### src/rtl/button_debounce.sv
// Multi-channel push-button debouncer: two-flop synchronizer, per-channel
// stability counter, registered debounced level and press/release strobes.
module button_debounce #(
  parameter int               WIDTH           = 2,
  parameter int               DEBOUNCE_CYCLES = 500000,
  parameter logic [WIDTH-1:0] IDLE_LEVEL      = '1
) (
  input  logic             clk,
  input  logic             reset,
  input  logic [WIDTH-1:0] btn_raw,
  output logic [WIDTH-1:0] btn_db,
  output logic [WIDTH-1:0] press_pulse,
  output logic [WIDTH-1:0] release_pulse
);

  localparam logic [23:0] CNT_LAST = 24'(DEBOUNCE_CYCLES - 1);

  logic [WIDTH-1:0] s1;
  logic [WIDTH-1:0] s2;

  // Saturates at the acceptance point so the counter can never wrap.
  function automatic logic [23:0] count_up(input logic [23:0] c);
    return (c < CNT_LAST) ? c + 24'd1 : CNT_LAST;
  endfunction

  // Synchronizer stage: the only reader of btn_raw.
  always_ff @(posedge clk or posedge reset) begin
    if (reset) begin
      s1 <= IDLE_LEVEL;
      s2 <= IDLE_LEVEL;
    end else begin
      s1 <= btn_raw;
      s2 <= s1;
    end
  end

  // Debounce stage: each channel runs independently on its own counter.
  for (genvar i = 0; i < WIDTH; i++) begin : g_ch
    logic [23:0] cnt;
    logic        db;
    logic        press;
    logic        rel;

    always_ff @(posedge clk or posedge reset) begin
      if (reset) begin
        cnt   <= '0;
        db    <= IDLE_LEVEL[i];
        press <= 1'b0;
        rel   <= 1'b0;
      end else begin
        press <= 1'b0;
        rel   <= 1'b0;
        if (s2[i] == db) begin
          cnt <= '0;
        end else if (cnt == CNT_LAST) begin
          cnt   <= '0;
          db    <= s2[i];
          press <= (s2[i] != IDLE_LEVEL[i]);
          rel   <= (s2[i] == IDLE_LEVEL[i]);
        end else begin
          cnt <= count_up(cnt);
        end
      end
    end

    assign btn_db[i]        = db;
    assign press_pulse[i]   = press;
    assign release_pulse[i] = rel;
  end

endmodule
### config.mk
export PLATFORM = sky130hd
export DESIGN_NAME = button_debounce
export DESIGN_NICKNAME = d
export VERILOG_FILES = /design/src/rtl/button_debounce.sv
export SDC_FILE = /design/constraint.sdc
export NUM_CORES = 1
export LEC_CHECK = 0
export CAP_MARGIN = 25
export CORE_MARGIN = 8
export CORE_UTILIZATION = 57
export CTS_BUF_LIST = sky130_fd_sc_hd__clkbuf_8
export DETAILED_ROUTE_END_ITERATION = 7
export MAX_ROUTING_LAYER = met4
export PLACE_DENSITY = 0.81
export SKIP_LAST_GASP = 1
export SYNTH_ARGS = -nofsm -noshare
export SYNTH_HDL_FRONTEND = slang
export SYNTH_SLANG_ARGS = --single-unit
### constraint.sdc
create_clock -name clk -period 2 [get_ports clk]
set_input_delay 0.6 -clock clk [delete_from_list [all_inputs] [get_ports clk]]
set_output_delay 0.6 -clock clk [all_outputs]
set_load 0.005 [all_outputs]
==> results of run 1 <==
==> kinds of logic (layout without fill, tap and decap cells) <==
family	after synthesis	after routing	share of synthesized area
other	1	10	0.001359
adders and majority gates	2	2	0.009065
buffers and inverters	22	46	0.04397
muxes	2	2	0.008159
xor gates and xnor gates	23	23	0.07299
AOI/OAI and AO/OA	44	44	0.1070
and+or+nand+nor	102	102	0.2289
DFF	58	58	0.5286
==> power groups by stage <==
stage,clock network [mW],logic [mW],registers (mW)
floorplan,0,0.0926,1.27
global placement,0,0.129,1.27
detailed placement,0,0.132,1.28
CTS,1.18,0.134,1.26
global route,1.23,0.152,1.26
finish,1.16,0.132,1.26
==> per-stage QoR <==
step | std cells | power, mW | cell area [um^2] | setup slack (ps)
2_1_floorplan | 263 | 1.359 | 2798 | 241.8
3_3_place_gp | 324 | 1.403 | 2972 | 226.5
3_5_place_dp | 324 | 1.409 | 2972 | 205.4
4_1_cts | 341 | 2.574 | 3197 | 27.67
5_1_grt | 341 | 2.645 | 3199 | 42.61
6_report | 341 | 2.551 | 3199 | 173.9
==> sequential cells by signal, indices dropped and copies added (netlist names) <==
signal      count
g_ch.press      2
g_ch.db         2
g_ch.rel        2
s2              2
g_ch.cnt       48
s1              2
==> repair_timing <==
| item | 4_1_cts | 5_1_grt |
|---|---|---|
| endpoints found under the setup margin | 2 | 1 |
| gates resized for setup | 1 | 1 |
| buffers inserted | 1 | 0 |
==> cell type report <==
cell class                 count  area share
clock buffer                  10     0.04302
sequential                    58      0.4560
inverter                      10     0.01291
clock inverter                 6     0.02542
timing repair buffer          20     0.06218
tap                           54     0.02112
multi-input combinational    183      0.3793
==> final timing paths <==
path | from | cells after the start | slack, ps | to
max | g_ch[1].cnt[10]$_DFF_PP0_ | 5 | 170 | g_ch[1].cnt[0]$_DFF_PP0_
min | s1[0]$_DFF_PP1_ | 0 | 360 | s2[0]$_DFF_PP1_
max reg2reg | g_ch[1].cnt[10]$_DFF_PP0_ | 5 | 170 | g_ch[1].cnt[0]$_DFF_PP0_
min reg2reg | s1[0]$_DFF_PP1_ | 0 | 360 | s2[0]$_DFF_PP1_
max in group asynchronous | reset | 3 | 1060 | s1[1]$_DFF_PP1_
min in group asynchronous | reset | 3 | 660 | g_ch[0].cnt[19]$_DFF_PP0_
==> Yosys cell counts, types with 2 or more instances <==
library cell | instances | share of area
xnor2_1 | 14 | 0.044
inv_1 | 10 | 0.014
buf_2 | 4 | 0.0073
ha_1 | 2 | 0.0091
o21ai_0 | 4 | 0.0073
o31ai_1 | 3 | 0.0082
a21oi_1 | 14 | 0.025
nand4_2 | 2 | 0.0091
dfrtp_1 | 52 | 0.47
or4_1 | 2 | 0.0054
and4_4 | 3 | 0.012
a31o_2 | 4 | 0.013
or2_2 | 2 | 0.0045
nor4_2 | 2 | 0.0091
nand2_1 | 18 | 0.024
nor2_1 | 6 | 0.0082
nor4_1 | 5 | 0.011
mux2_1 | 2 | 0.0082
xor2_1 | 9 | 0.029
nand3_1 | 7 | 0.013
a31oi_1 | 9 | 0.020
a211oi_1 | 3 | 0.0082
nor3_1 | 22 | 0.040
and3_1 | 2 | 0.0045
buf_4 | 7 | 0.019
or3_1 | 4 | 0.0091
nand4_4 | 2 | 0.015
and4_1 | 3 | 0.0095
nor3b_1 | 4 | 0.011
a311oi_1 | 2 | 0.0063
a311o_1 | 2 | 0.0073
dfstp_2 | 6 | 0.057
and2_1 | 4 | 0.0091
nand4_1 | 13 | 0.029
==> per-layer routing <==
layer,up-vias,track usage
met4,0,0.08758
met1,987,0.2131
met2,35,0.2285
li1,986,-
met5,-,-
met3,10,0.04011
==> worst max-delay path, delay by kind of cell, from the launching register on <==
kind            cells  cell delay [ps]
simple gates        1              410
buf+inv             1              220
flops               1              450
compound gates      3              630
==> metrics.txt, run 1 <==
# TYPE chip_impl_metric gauge
chip_impl_info{name="outcome",value="finished clean"} 1
chip_impl_metric{name="worst_case_hold_slack",unit="ps"} 357.3
chip_impl_metric{name="detail_route.wirelength",unit="mm"} 5.101
chip_impl_metric{name="route.met2.wl",unit="mm"} 2.358
chip_impl_metric{name="wl_per_cell",unit="um"} 14.96
chip_impl_metric{name="power_switching_share",unit=""} 0.2164
chip_impl_metric{name="syn_to_final_growth",unit="%"} 15.91
chip_impl_metric{name="powerDensity",unit="nW/um^2"} 797.2
chip_impl_metric{name="slew_violations",unit=""} 0
chip_impl_metric{name="grt_overflow",unit=""} 0
chip_impl_metric{name="grt_start_max_net_pins",unit=""} 37
chip_impl_metric{name="multi_input_comb_area",unit="um^2"} 1214
chip_impl_metric{name="synth_sequential_area_ratio",unit=""} 0.5286
chip_impl_metric{name="vias_in_the_first_global_route",unit=""} 1954
chip_impl_metric{name="core-area",unit="um^2"} 4692
chip_impl_metric{name="global_route_wire_length_before_repair",unit="mm"} 9.142
chip_impl_metric{name="detail_route.drc_violations",unit=""} 0
chip_impl_metric{name="met3WireLength",unit="um"} 203
chip_impl_metric{name="synth_cells",unit=""} 254
chip_impl_metric{name="fp.dieArea",unit="um^2"} 7325
chip_impl_metric{name="regArea",unit="um^2"} 1459
chip_impl_metric{name="yosys.cell_types.count",unit=""} 40
chip_impl_metric{name="clock-skew-final",unit="ps"} 6.931
chip_impl_metric{name="power.internal",unit="mW"} 1.998
chip_impl_metric{name="cts_inserted_buffers",unit=""} 9
chip_impl_metric{name="critPathMaxFanout",unit=""} 6
chip_impl_metric{name="gr-usage-all-layers",unit=""} 0.1634
chip_impl_metric{name="ant_nets",unit=""} 0
chip_impl_metric{name="place.detailed.hpwl",unit="mm"} 3.504
chip_impl_info{name="criticalPathCategory",value="flop to flop"} 1
chip_impl_metric{name="period_utilization",unit=""} 0.9131
chip_impl_metric{name="drt_first_iter_violations",unit=""} 167
chip_impl_metric{name="fin_util",unit=""} 0.6819
chip_impl_metric{name="drive_gt1_frac",unit=""} 0.1742
chip_impl_metric{name="switching_power",unit="mW"} 0.5521
chip_impl_metric{name="finalHoldViolations",unit=""} 0
chip_impl_info{name="endpoint_kind",value="flop"} 1
chip_impl_info{name="crit_chain",value="nor4_1 -> a211oi_1 -> a311oi_1 -> buf_4 -> a21oi_1"} 1
chip_impl_info{name="tritoncts",value="built"} 1
chip_impl_metric{name="synth_seq_cells",unit=""} 58
chip_impl_metric{name="synth_area",unit="um^2"} 2760
chip_impl_metric{name="holdBufCountCts",unit=""} 0
chip_impl_metric{name="clockPowerShare",unit=""} 0.455
chip_impl_metric{name="place.gp.congestion",unit=""} 0.8142
chip_impl_metric{name="initial_utilization",unit=""} 0.5883
chip_impl_info{name="grt_setup_unrepaired",value="false"} 1
chip_impl_metric{name="fin_setup_tns",unit="ps"} 0
chip_impl_metric{name="clock.fmax",unit="MHz"} 547.6
chip_impl_info{name="mostFrequentLayoutCell",value="dfrtp_1"} 1
chip_impl_metric{name="worst-endpoint-required",unit="ps"} 2210
chip_impl_metric{name="timing.final.crit_period",unit="ps"} 1826
chip_impl_info{name="clock-root-buffer",value="clkbuf_8"} 1
chip_impl_metric{name="chipHeight",unit="um"} 85.59
chip_impl_metric{name="cts_max_path_buffers",unit=""} 2
chip_impl_metric{name="irDropWorstVdd",unit="mV"} 0.4757
chip_impl_info{name="mostFrequentLayoutCells",value="52 x dfrtp_1, 22 x nor3_1, 18 x nand2_1"} 1
chip_impl_metric{name="route.layer.met1.wl",unit="mm"} 2.441
chip_impl_metric{name="finalNetCount",unit=""} 288
chip_impl_metric{name="worst_skew_pair.late_latency",unit="ps"} 330
chip_impl_metric{name="asyncSetResetFlopFracSynth",unit=""} 1.000
chip_impl_metric{name="num_antenna_cells",unit=""} 0
chip_impl_metric{name="ctsHtreeMaxLevel",unit=""} 3
chip_impl_metric{name="std_cell_rows",unit=""} 25
chip_impl_metric{name="vias_per_cell",unit=""} 5.918
chip_impl_info{name="hp-class",value="flop to flop"} 1
chip_impl_metric{name="via_count",unit=""} 2018
chip_impl_metric{name="clkSinkCount",unit=""} 58
chip_impl_metric{name="cellLeakagePower",unit="nW"} 1.301
chip_impl_metric{name="max_cap_viol_count",unit=""} 0
chip_impl_metric{name="critPathMaxStageDelay",unit="ps"} 450
chip_impl_metric{name="final-setup-viol-count",unit=""} 0
chip_impl_metric{name="worst_ep_arrival_time",unit="ps"} 2040
chip_impl_metric{name="synth-edff-count",unit=""} 0
chip_impl_metric{name="per_instance_average_area_after_synthesis",unit="um^2"} 10.87
chip_impl_metric{name="clkTransAtPathRegs",unit="ps"} 60
chip_impl_info{name="highest-signal-layer",value="met4"} 1
chip_impl_info{name="cpMaxStageDelayCell",value="dfrtp_1"} 1
chip_impl_metric{name="fillers",unit=""} 334
chip_impl_metric{name="yosys_warnings",unit=""} 0
chip_impl_metric{name="ioPinCount",unit=""} 10
chip_impl_metric{name="die_w",unit="um"} 85.59
chip_impl_info{name="synth_flop_cell",value="dfrtp_1"} 1
chip_impl_info{name="worst_setup_path_start_kind",value="flop"} 1
chip_impl_metric{name="comb_power_share",unit=""} 0.052
chip_impl_metric{name="power.share.sequential",unit=""} 0.493
chip_impl_metric{name="first_pass_iters",unit=""} 4
chip_impl_metric{name="antenna_violations_before_repair",unit=""} 0
chip_impl_metric{name="buffer_ports.inserted",unit=""} 9
No activity file was read; power rests on OpenSTA's default activity.
==> run 2: changes to the inputs <==
CELL_PAD_IN_SITES_DETAIL_PLACEMENT = 1   (was unset)
CELL_PAD_IN_SITES_GLOBAL_PLACEMENT = 2   (was unset)
CORE_UTILIZATION = 38   (was 57)
PLACE_DENSITY = 0.8   (was 0.81)
==> run 2 against run 1 <==
Net effect: sequential cell count stayed put; core utilization down 23 points; global-route usage fell by 3.0 points; critical endpoint is now g_ch[0].cnt[10]$_DFF_PP0_; largest power group unchanged.
==> metrics.txt, run 2 (synthesized netlist as in run 1, its figures left out) <==
# TYPE chip_impl_metric gauge
chip_impl_metric{name="period_utilization",unit=""} 0.9216
chip_impl_metric{name="max_cap_viol_count",unit=""} 0
chip_impl_metric{name="clock-skew-final",unit="ps"} 8.836
chip_impl_metric{name="critPathMaxFanout",unit=""} 8
chip_impl_metric{name="clkTransAtPathRegs",unit="ps"} 70
chip_impl_metric{name="worst_ep_arrival_time",unit="ps"} 2080
chip_impl_metric{name="slew_violations",unit=""} 0
chip_impl_metric{name="cts_inserted_buffers",unit=""} 9
chip_impl_metric{name="core-area",unit="um^2"} 7137
chip_impl_metric{name="report.power.total",unit="mW"} 2.443
chip_impl_metric{name="syn_to_final_growth",unit="%"} 17.63
chip_impl_metric{name="finalHoldViolations",unit=""} 0
chip_impl_metric{name="cts_max_path_buffers",unit=""} 2
chip_impl_metric{name="ctsHtreeMaxLevel",unit=""} 3
chip_impl_metric{name="ant_nets",unit=""} 0
chip_impl_metric{name="chipHeight",unit="um"} 101.2
chip_impl_info{name="highest-signal-layer",value="met4"} 1
chip_impl_metric{name="finalNetCount",unit=""} 290
chip_impl_metric{name="vias_per_cell",unit=""} 5.314
chip_impl_metric{name="detail_route.wirelength",unit="mm"} 5.879
chip_impl_metric{name="global_route_wire_length_before_repair",unit="mm"} 10.38
chip_impl_metric{name="fin_setup_tns",unit="ps"} 0
chip_impl_info{name="hp-class",value="flop to flop"} 1
chip_impl_metric{name="detail_route.drc_violations",unit=""} 0
chip_impl_metric{name="clock.fmax",unit="MHz"} 542.6
chip_impl_info{name="outcome",value="finished clean"} 1
chip_impl_info{name="criticalPathCategory",value="flop to flop"} 1
chip_impl_metric{name="clkSinkCount",unit=""} 58
chip_impl_metric{name="vias_in_the_first_global_route",unit=""} 2140
chip_impl_info{name="endpoint_kind",value="flop"} 1
chip_impl_metric{name="irDropWorstVdd",unit="mV"} 0.2989
chip_impl_metric{name="wl_per_cell",unit="um"} 15.15
chip_impl_metric{name="timing.final.crit_period",unit="ps"} 1843
chip_impl_metric{name="route.met2.wl",unit="mm"} 2.720
chip_impl_metric{name="std_cell_rows",unit=""} 31
chip_impl_metric{name="route.layer.met1.wl",unit="mm"} 2.910
chip_impl_info{name="grt_setup_unrepaired",value="false"} 1
chip_impl_metric{name="place.detailed.hpwl",unit="mm"} 4.022
chip_impl_info{name="clock-root-buffer",value="clkbuf_8"} 1
chip_impl_metric{name="die_w",unit="um"} 101.2
chip_impl_metric{name="largest_register_ff_count",unit=""} 48
chip_impl_metric{name="met3WireLength",unit="um"} 202
chip_impl_metric{name="worst-endpoint-required",unit="ps"} 2240
chip_impl_metric{name="worst_case_hold_slack",unit="ps"} 357.4
chip_impl_info{name="mostFrequentLayoutCell",value="dfrtp_1"} 1
chip_impl_info{name="regMostFlops",value="g_ch.cnt"} 1
chip_impl_metric{name="gr-usage-all-layers",unit=""} 0.1329
chip_impl_metric{name="holdBufCountCts",unit=""} 0
chip_impl_metric{name="drive_gt1_frac",unit=""} 0.1869
chip_impl_metric{name="num_antenna_cells",unit=""} 0
chip_impl_metric{name="powerDensity",unit="nW/um^2"} 752.6
chip_impl_metric{name="buffer_ports.inserted",unit=""} 9
chip_impl_metric{name="grt_overflow",unit=""} 0
chip_impl_metric{name="antenna_violations_before_repair",unit=""} 0
chip_impl_metric{name="setup_ws_pre_cts",unit="ps"} 82.26
chip_impl_info{name="tritoncts",value="built"} 1
chip_impl_info{name="mostFrequentLayoutCells",value="52 x dfrtp_1, 22 x nor3_1, 18 x nand2_1"} 1
chip_impl_metric{name="place.gp.congestion",unit=""} 0.7567
chip_impl_metric{name="initial_utilization",unit=""} 0.3867
chip_impl_metric{name="via_count",unit=""} 2062
chip_impl_metric{name="final-setup-viol-count",unit=""} 0
chip_impl_info{name="worst_setup_path_start_kind",value="flop"} 1
chip_impl_metric{name="cellLeakagePower",unit="nW"} 1.297
chip_impl_metric{name="fp.dieArea",unit="um^2"} 10250
chip_impl_metric{name="ioPinCount",unit=""} 10
chip_impl_metric{name="worst_skew_pair.late_latency",unit="ps"} 330
chip_impl_metric{name="post-route-worst-setup-slack",unit="ps"} 156.9
chip_impl_metric{name="grt_start_max_net_pins",unit=""} 59
chip_impl_metric{name="first_pass_iters",unit=""} 4
chip_impl_metric{name="drt_first_iter_violations",unit=""} 58
==> run 2: cell count changes in the layout (fill, tap and decap cells not counted) <==
cell and change:
a41o_1 -1, a41o_2 +1, buf_4 +2, bufinv_16 -1, clkbuf_8 -1, clkinv_2 +1
clkinv_4 +2, inv_1 -1
==> run 2: per-stage QoR <==
step	std cells	utilization	instance area [um^2]
after floorplan	263	-	2798
after global placement	371	0.4264	3043
after detailed placement	371	0.4264	3043
after CTS	388	0.4544	3243
after global routing	388	0.4549	3247
final	388	0.4549	3247
==> run 2: critical path: stages (launching register included) <==
cell     delay, ps
dfrtp_1        410
ha_1           220
buf_4          150
nand4_2        160
nand2_1         90
a311o_1        480
nor3_1         240
==> run 2: power by group <==
group	total, mW	internal [mW]	switching, mW
clock	1.06	0.572	0.485
combinational	0.131	0.0535	0.0775
sequential	1.25	1.22	0.0395
==> run 2: per-layer routing <==
layer,vias up,global-route usage
met2,20,0.2014
li1,990,-
met1,1047,0.1674
met5,-,-
met4,0,0.04582
met3,5,0.03574
==> run 2: final cells by class <==
cell class | instances | area [um^2]
fill | 835 | 3890
sequential | 58 | 1459
multi-input combinational | 183 | 1215
timing repair buffer | 22 | 214.0
clock buffer | 9 | 123.9
tap | 99 | 123.9
clock inverter | 7 | 70.07
inverter | 10 | 41.29
==> run 2: repair_timing <==
| item | in CTS | in global routing |
|---|---|---|
| gates resized for setup | 1 | 2 |
| endpoints found under the setup margin | 2 | 19 |
| buffers inserted | 1 | 0 |
| pin swaps | 0 | 0 |
==> run 2: path summary, 6_finish.rpt <==
kind	slack, ps	end	depth (start not counted)	startpoint
setup / recovery	160	g_ch[0].cnt[10]$_DFF_PP0_	6	g_ch[0].cnt[0]$_DFF_PP0_
hold / removal	360	s2[0]$_DFF_PP1_	0	s1[0]$_DFF_PP1_
setup reg to reg	160	g_ch[0].cnt[10]$_DFF_PP0_	6	g_ch[0].cnt[0]$_DFF_PP0_
hold reg to reg	360	s2[0]$_DFF_PP1_	0	s1[0]$_DFF_PP1_
max in group asynchronous	1000	s2[1]$_DFF_PP1_	3	reset
min in group asynchronous	710	g_ch[0].rel$_DFF_PP0_	3	reset
==> run 3: changes to the inputs <==
HOLD_SLACK_MARGIN = 0.03   (was unset)
==> results of run 3 <==
The final DEF is identical to that of run 2; final timing and power are the same.
